==> src/rtl/stack_rr_scheduler_if.sv <==
// Requester-side bundle of the shared-stack scheduler: op requests in, grant and response out.
// Latency: n/a (wires only).
// Backpressure: requesters hold req until they see their gnt bit.
interface stack_rr_scheduler_if #(
  parameter int NREQ  = 4,
  parameter int WIDTH = 8,
  parameter int IDW   = 2
);
  logic [NREQ-1:0]       req;
  logic [NREQ-1:0]       op_push;
  logic [NREQ*WIDTH-1:0] wdata;
  logic [NREQ-1:0]       gnt;
  logic                  rsp_valid;
  logic [IDW-1:0]        rsp_id;
  logic [WIDTH-1:0]      rsp_data;
  logic                  rsp_err;

  // Client side: raises requests, watches grants and responses.
  modport master (
    output req, op_push, wdata,
    input  gnt, rsp_valid, rsp_id, rsp_data, rsp_err
  );

  // Scheduler side: arbitrates requests, drives grants and responses.
  modport slave (
    input  req, op_push, wdata,
    output gnt, rsp_valid, rsp_id, rsp_data, rsp_err
  );
endinterface

==> src/rtl/stack_rr_scheduler.sv <==
// Round-robin arbiter sharing one LIFO between NREQ requesters, with illegal-op blocking and a drain (flush) mode.
// Latency: grant and stack strobe are combinational in the issue cycle; response registered one cycle later.
// Backpressure: losers keep req high and wait; flush blocks all grants until the stack reports empty.
module stack_rr_scheduler #(
  parameter int NREQ  = 4,
  parameter int WIDTH = 8,
  parameter int IDW   = 2
) (
  input  logic                 clk,
  input  logic                 rst_n,
  stack_rr_scheduler_if.slave  cli,
  input  logic                 flush_req,
  output logic                 flush_busy,
  output logic                 flush_done,
  output logic                 sticky_err,
  output logic                 stk_push_n,
  output logic                 stk_pop_n,
  output logic [WIDTH-1:0]     stk_din,
  input  logic                 stk_empty,
  input  logic                 stk_full,
  input  logic                 stk_error,
  input  logic [WIDTH-1:0]     stk_dout
);

  localparam int              PW     = $clog2(NREQ);
  localparam logic [PW:0]     NREQ_W = (PW+1)'(NREQ);
  localparam logic [PW-1:0]   LAST   = PW'(NREQ - 1);

  typedef enum logic {
    IDLE  = 1'b0,
    FLUSH = 1'b1
  } state_t;

  state_t           state;
  state_t           state_nxt;
  logic [PW-1:0]    rr_ptr;
  logic [PW-1:0]    winner;
  logic             found;
  logic [PW:0]      cand;
  logic             grant;
  logic             legal;
  logic             is_push;
  logic [WIDTH-1:0] wd [NREQ];

  // Unpack the flat write-data bus into one word per requester.
  for (genvar g = 0; g < NREQ; g++) begin : g_wd
    assign wd[g] = cli.wdata[g*WIDTH +: WIDTH];
  end

  // Pick the first active requester at or after rr_ptr, wrapping past NREQ-1.
  always_comb begin
    found  = 1'b0;
    winner = '0;
    cand   = '0;
    for (int i = 0; i < NREQ; i++) begin
      cand = {1'b0, rr_ptr} + (PW+1)'(i);
      if (cand >= NREQ_W) begin
        cand = cand - NREQ_W;
      end
      if (!found && cli.req[cand[PW-1:0]]) begin
        found  = 1'b1;
        winner = cand[PW-1:0];
      end
    end
  end

  // Next-state, grant and stack-strobe decode; flush takes priority over any request in IDLE.
  always_comb begin
    state_nxt  = state;
    grant      = 1'b0;
    legal      = 1'b0;
    is_push    = 1'b0;
    cli.gnt    = '0;
    stk_push_n = 1'b1;
    stk_pop_n  = 1'b1;
    stk_din    = '0;
    flush_busy = 1'b0;
    flush_done = 1'b0;
    case (state)
      IDLE: begin
        if (flush_req) begin
          state_nxt = FLUSH;
        end else if (found) begin
          grant           = 1'b1;
          cli.gnt[winner] = 1'b1;
          is_push         = cli.op_push[winner];
          // A rejected op still consumes the grant but never touches the stack.
          legal           = is_push ? !stk_full : !stk_empty;
          if (legal && is_push) begin
            stk_push_n = 1'b0;
            stk_din    = wd[winner];
          end else if (legal) begin
            stk_pop_n = 1'b0;
          end
        end
      end
      FLUSH: begin
        flush_busy = 1'b1;
        if (!stk_empty) begin
          stk_pop_n = 1'b0;
        end else begin
          flush_done = 1'b1;
          state_nxt  = IDLE;
        end
      end
      default: begin
        state_nxt = IDLE;
      end
    endcase
  end

  // State register and round-robin pointer; the pointer advances past every granted requester.
  always_ff @(posedge clk or negedge rst_n) begin
    if (!rst_n) begin
      state  <= IDLE;
      rr_ptr <= '0;
    end else begin
      state <= state_nxt;
      if (grant) begin
        rr_ptr <= (winner == LAST) ? '0 : winner + 1'b1;
      end
    end
  end

  // One-cycle registered response; data is the top of stack seen in the grant cycle of a legal pop.
  always_ff @(posedge clk or negedge rst_n) begin
    if (!rst_n) begin
      cli.rsp_valid <= 1'b0;
      cli.rsp_id    <= '0;
      cli.rsp_data  <= '0;
      cli.rsp_err   <= 1'b0;
    end else begin
      cli.rsp_valid <= grant;
      cli.rsp_id    <= grant ? IDW'(winner) : '0;
      cli.rsp_data  <= (grant && legal && !is_push) ? stk_dout : '0;
      cli.rsp_err   <= grant && !legal;
    end
  end

  // Latch stack errors until a drain completes; a fresh error in the completion cycle still sticks.
  always_ff @(posedge clk or negedge rst_n) begin
    if (!rst_n) begin
      sticky_err <= 1'b0;
    end else begin
      sticky_err <= stk_error || (sticky_err && !flush_done);
    end
  end

  // The stack must never see push and pop together, and at most one requester is granted.
  a_strobe_excl: assert property (@(posedge clk) disable iff (!rst_n) !(!stk_push_n && !stk_pop_n));
  a_gnt_onehot:  assert property (@(posedge clk) disable iff (!rst_n) $onehot0(cli.gnt));

endmodule

==> src/flat_wrapper.sv <==
// flat-port wrapper written by rule: the top's interface ports become plain ports
module stack_rr_scheduler_flat 
#(
  parameter int NREQ  = 4,
  parameter int WIDTH = 8,
  parameter int IDW   = 2
)
  (clk, rst_n, flush_req, flush_busy, flush_done, sticky_err, stk_push_n, stk_pop_n, stk_din, stk_empty, stk_full, stk_error, stk_dout, cli_req, cli_op_push, cli_wdata, cli_gnt, cli_rsp_valid, cli_rsp_id, cli_rsp_data, cli_rsp_err);
  stack_rr_scheduler_if #(.NREQ(NREQ), .WIDTH(WIDTH), .IDW(IDW)) cli_i ();
  input  logic clk;
  input  logic rst_n;
  input  logic flush_req;
  output logic flush_busy;
  output logic flush_done;
  output logic sticky_err;
  output logic stk_push_n;
  output logic stk_pop_n;
  output logic [WIDTH-1:0] stk_din;
  input  logic stk_empty;
  input  logic stk_full;
  input  logic stk_error;
  input  logic [WIDTH-1:0] stk_dout;
  input wire logic [$bits(cli_i.req)-1:0] cli_req;
  input wire logic [$bits(cli_i.op_push)-1:0] cli_op_push;
  input wire logic [$bits(cli_i.wdata)-1:0] cli_wdata;
  output wire logic [$bits(cli_i.gnt)-1:0] cli_gnt;
  output wire logic [$bits(cli_i.rsp_valid)-1:0] cli_rsp_valid;
  output wire logic [$bits(cli_i.rsp_id)-1:0] cli_rsp_id;
  output wire logic [$bits(cli_i.rsp_data)-1:0] cli_rsp_data;
  output wire logic [$bits(cli_i.rsp_err)-1:0] cli_rsp_err;
  assign cli_i.req = cli_req;
  assign cli_i.op_push = cli_op_push;
  assign cli_i.wdata = cli_wdata;
  assign cli_gnt = cli_i.gnt;
  assign cli_rsp_valid = cli_i.rsp_valid;
  assign cli_rsp_id = cli_i.rsp_id;
  assign cli_rsp_data = cli_i.rsp_data;
  assign cli_rsp_err = cli_i.rsp_err;
  stack_rr_scheduler #(.NREQ(NREQ), .WIDTH(WIDTH), .IDW(IDW)) u_core (.clk(clk), .rst_n(rst_n), .cli(cli_i), .flush_req(flush_req), .flush_busy(flush_busy), .flush_done(flush_done), .sticky_err(sticky_err), .stk_push_n(stk_push_n), .stk_pop_n(stk_pop_n), .stk_din(stk_din), .stk_empty(stk_empty), .stk_full(stk_full), .stk_error(stk_error), .stk_dout(stk_dout));
endmodule
==> config.mk <==
export PLATFORM = sky130hd
export DESIGN_NAME = stack_rr_scheduler_flat
export DESIGN_NICKNAME = d
export VERILOG_FILES = /design/src/rtl/stack_rr_scheduler_if.sv /design/src/rtl/stack_rr_scheduler.sv /design/src/flat_wrapper.sv
export SDC_FILE = /design/constraint.sdc
export NUM_CORES = 1
export LEC_CHECK = 0
export ABC_AREA = 1
export BUFFER_PORTS_ARGS = -buffer_cell sky130_fd_sc_hd__clkbuf_2
export CAP_MARGIN = 20
export CORE_MARGIN = 3
export CORE_UTILIZATION = 43
export CTS_BUF_LIST = sky130_fd_sc_hd__clkbuf_8
export DETAILED_ROUTE_END_ITERATION = 7
export PLACE_DENSITY = 0.79
export SKIP_CTS_REPAIR_TIMING = 1
export SYNTH_ARGS = -nofsm -noshare
export SYNTH_HDL_FRONTEND = slang
export SYNTH_SLANG_ARGS = --single-unit
==> constraint.sdc <==
create_clock -name clk -period 1.8 [get_ports clk]
set_clock_uncertainty 0.2 [all_clocks]
set_input_delay 0.09 -clock clk [delete_from_list [all_inputs] [get_ports clk]]
set_output_delay 0.09 -clock clk [all_outputs]
set_load 0.05 [all_outputs]
==> key figures <==
Status
  – Status: complete, but fails checks
  – Failing checks: hold timing, setup timing

Hold path
  – Hold crit path type: primary input to flop

Timing
  – Minimum clock period: 2740 ps
  – Worst slew pin tran: 393 ps
  – Max-slew headroom: 0.738
  – Max-slew violations: 0
  – Final period util: 1.52
  – Final Setup Violations: 28
  – Max Fclk: 365 MHz
  – Final worst setup slack: -941 ps
  – Final Hold Slack: -9.50 ps
  – RSZ-0062 raised after global routing: true
  – Final Hold Vio Count: 1

Power
  – VDD IR-drop max: 1.45 mV
  – Final Power: 6.79 mW
  – Pleak: 1.67 nW
  – PD cells: 2360 mW/mm^2

Global route
  – Largest net degree at the start of global routing: 17
  – Initial antenna violation count: 0
  – Vias in the first global route: 1698
  – Global Route Usage Sum: 0.194
  – Global-route wire length before repair: 7010 um
  – Gr ovfl total: 0

Detailed routing
  – Via Count: 2143
  – WL/cell: 17.2 um
  – DRT iter0 DRCs: 122
  – Residual DRC: 0
  – Vias per inst: 5.18
  – First-pass DRT Iterations: 5
  – DRT Wirelength: 7120 um
  – Routed Antenna Nets: 0

Yosys
  – Post-Syn Instances: 248
  – Most common cell in the synthesized netlist: nand2_1
  – Seq/Total Area, Yosys: 0.246
  – EDFF count, synth: 0
  – Post-synth top cells: 70 x nand2_1, 60 x inv_1, 22 x nand3_1
  – Synth Flop Type: dfrtp_1
  – Syn nets: 306
  – Top post-synthesis cells by area: dfrtp_1 25%, nand2_1 16%, inv_1 14%
  – Share of the synthesized area in the top cell type: 0.246
  – Async SR Flop Fraction: 1.00
  – Syn avg cell area: 6.57 um^2
  – YS warnings: 0
  – Yosys reg bits: 16
  – Synth area leader: dfrtp_1
  – Syn Std Cell Area: 0.00163 mm^2
  – Netlist cell types: 23

Floorplan
  – Die X: 67.6 um
  – Ports: 83
  – Die area: 0.00456 mm^2
  – CORE AREA: 0.00349 mm^2
  – Std-Cell Rows: 21
  – Die span in y: 67.6 um
  – Starting density of the core: 0.466

Finish
  – Final nets: 427
  – P&R area growth vs syn: 76.3%
  – Final core utilization: 0.822
  – Filler instances: 179
  – Ratio of cells with drive above 1 in the final layout: 0.563
  – # diodes: 0

Setup path
  – Worst-path fanout max: 6
  – Critical Path AT: 2450 ps
  – Critical path data required time: 1510 ps
  – CP Class: flop to output port
  – CP startpoint kind: flop
  – CP Capture Type: output port

Job
  – Max-cap violations: 0

Clock network
  – Total CTS buffers: 3
  – Clock root cell: clkbuf_8
  – Clock Sinks: 16
  – CTS clk-pin slew, worst paths: 70 ps
  – Worst-Skew Late Latency: 260 ps
  – H-tree depth: 1
  – Clock Path Buffers: 2
  – CTS tree: yes

Placement
  – GP Congestion: 0.853
  – Detail Placement HPWL: 3570 um
  – Buffers added on ports: 82
through the flow:
stage,instance area [um^2],instances,TNS (ps),setup WS [ps]
after global routing,2870,414,-22350,-1020
after CTS,2440,395,-15990,-823
after floorplan,1760,248,-7880,-622
after detailed placement,2380,391,-11820,-544
after global placement,2380,391,-10520,-491
final,2870,414,-20040,-941
worst max-delay path, stage by stage, from the launching register on:
cell and delay [ps]:
dfrtp_1 460, inv_2 180, nand2_1 90, nand2_2 100
nand2_1 100, nand2_2 80, nand2_2 80, nand2_2 80
nand2_2 60, nand3_4 120, nand2_2 80, nand2_2 70
nand2_2 80, buf_4 140, nand2_2 80, nand2_1 90
nand2_2 90, nand2_4 50, buf_8 150
layout by cell type, fill, tap and decap left out, drive strengths merged:
cell type	count
a21oi	2
a21o	1
o211ai	8
dlygate4sd3	12
dfrtp	16
clkbuf	75
o21ai	2
buf	40
nand4	1
inv	66
nor2	27
clkinv	1
ha	4
nand3	27
nand2	86
state kept, by name (all words and copies together), names as in the netlist:
name	cells
u_core.cli.rsp_data	8
u_core.cli.rsp_err	1
u_core.cli.rsp_id	2
u_core.rr_ptr	2
u_core.sticky_err	1
u_core.cli.rsp_valid	1
u_core.state	1
report_power, final:
part	internal, mW	switching, mW
Sequential	0.436	0.0700
Clock	0.195	0.142
Combinational	2.33	3.62
cell type report:
| type | instances | area [um^2] | area share |
|---|---|---|---|
| clock buffer | 4 | 55.1 | 0.0192 |
| inverter | 67 | 269 | 0.0936 |
| multi-input combinational | 158 | 1110 | 0.388 |
| sequential | 16 | 402 | 0.140 |
| tap | 46 | 57.6 | 0.0200 |
| timing repair buffer | 123 | 976 | 0.340 |
logic make-up after synthesis:
group	after synthesis	synth area share
and+or+nand+nor	141	0.439
buffers and inverters	74	0.207
DFF	16	0.246
AOI/OAI and AO/OA	13	0.0783
adders and majority gates	4	0.0307
per-layer routing:
| metal | global-route usage | share of wire | vias to the layer above |
|---|---|---|---|
| li1 | - | - | 967 |
| met1 | 0.249 | 0.36 | 1021 |
| met2 | 0.334 | 0.54 | 123 |
| met3 | 0.0416 | 0.056 | 32 |
| met4 | 0.0380 | 0.043 | 0 |
| met5 | 0 | 0 | - |
path summary, 6_finish.rpt:
kind                                           to               from  depth (start not counted)  slack, ps
max in group asynchronous        u_core.rr_ptr[0]              rst_n                          2       1010
setup reg to reg           u_core.cli.rsp_data[0]   u_core.rr_ptr[1]                         17       -730
min in group asynchronous        u_core.rr_ptr[1]              rst_n                          2         90
setup / recovery                        stk_pop_n   u_core.rr_ptr[1]                         18       -940
hold reg to reg                 u_core.sticky_err  u_core.sticky_err                          1        340
hold / removal                  u_core.sticky_err          stk_empty                          3        -10
Note: power is estimated with default switching activity, not from simulation.
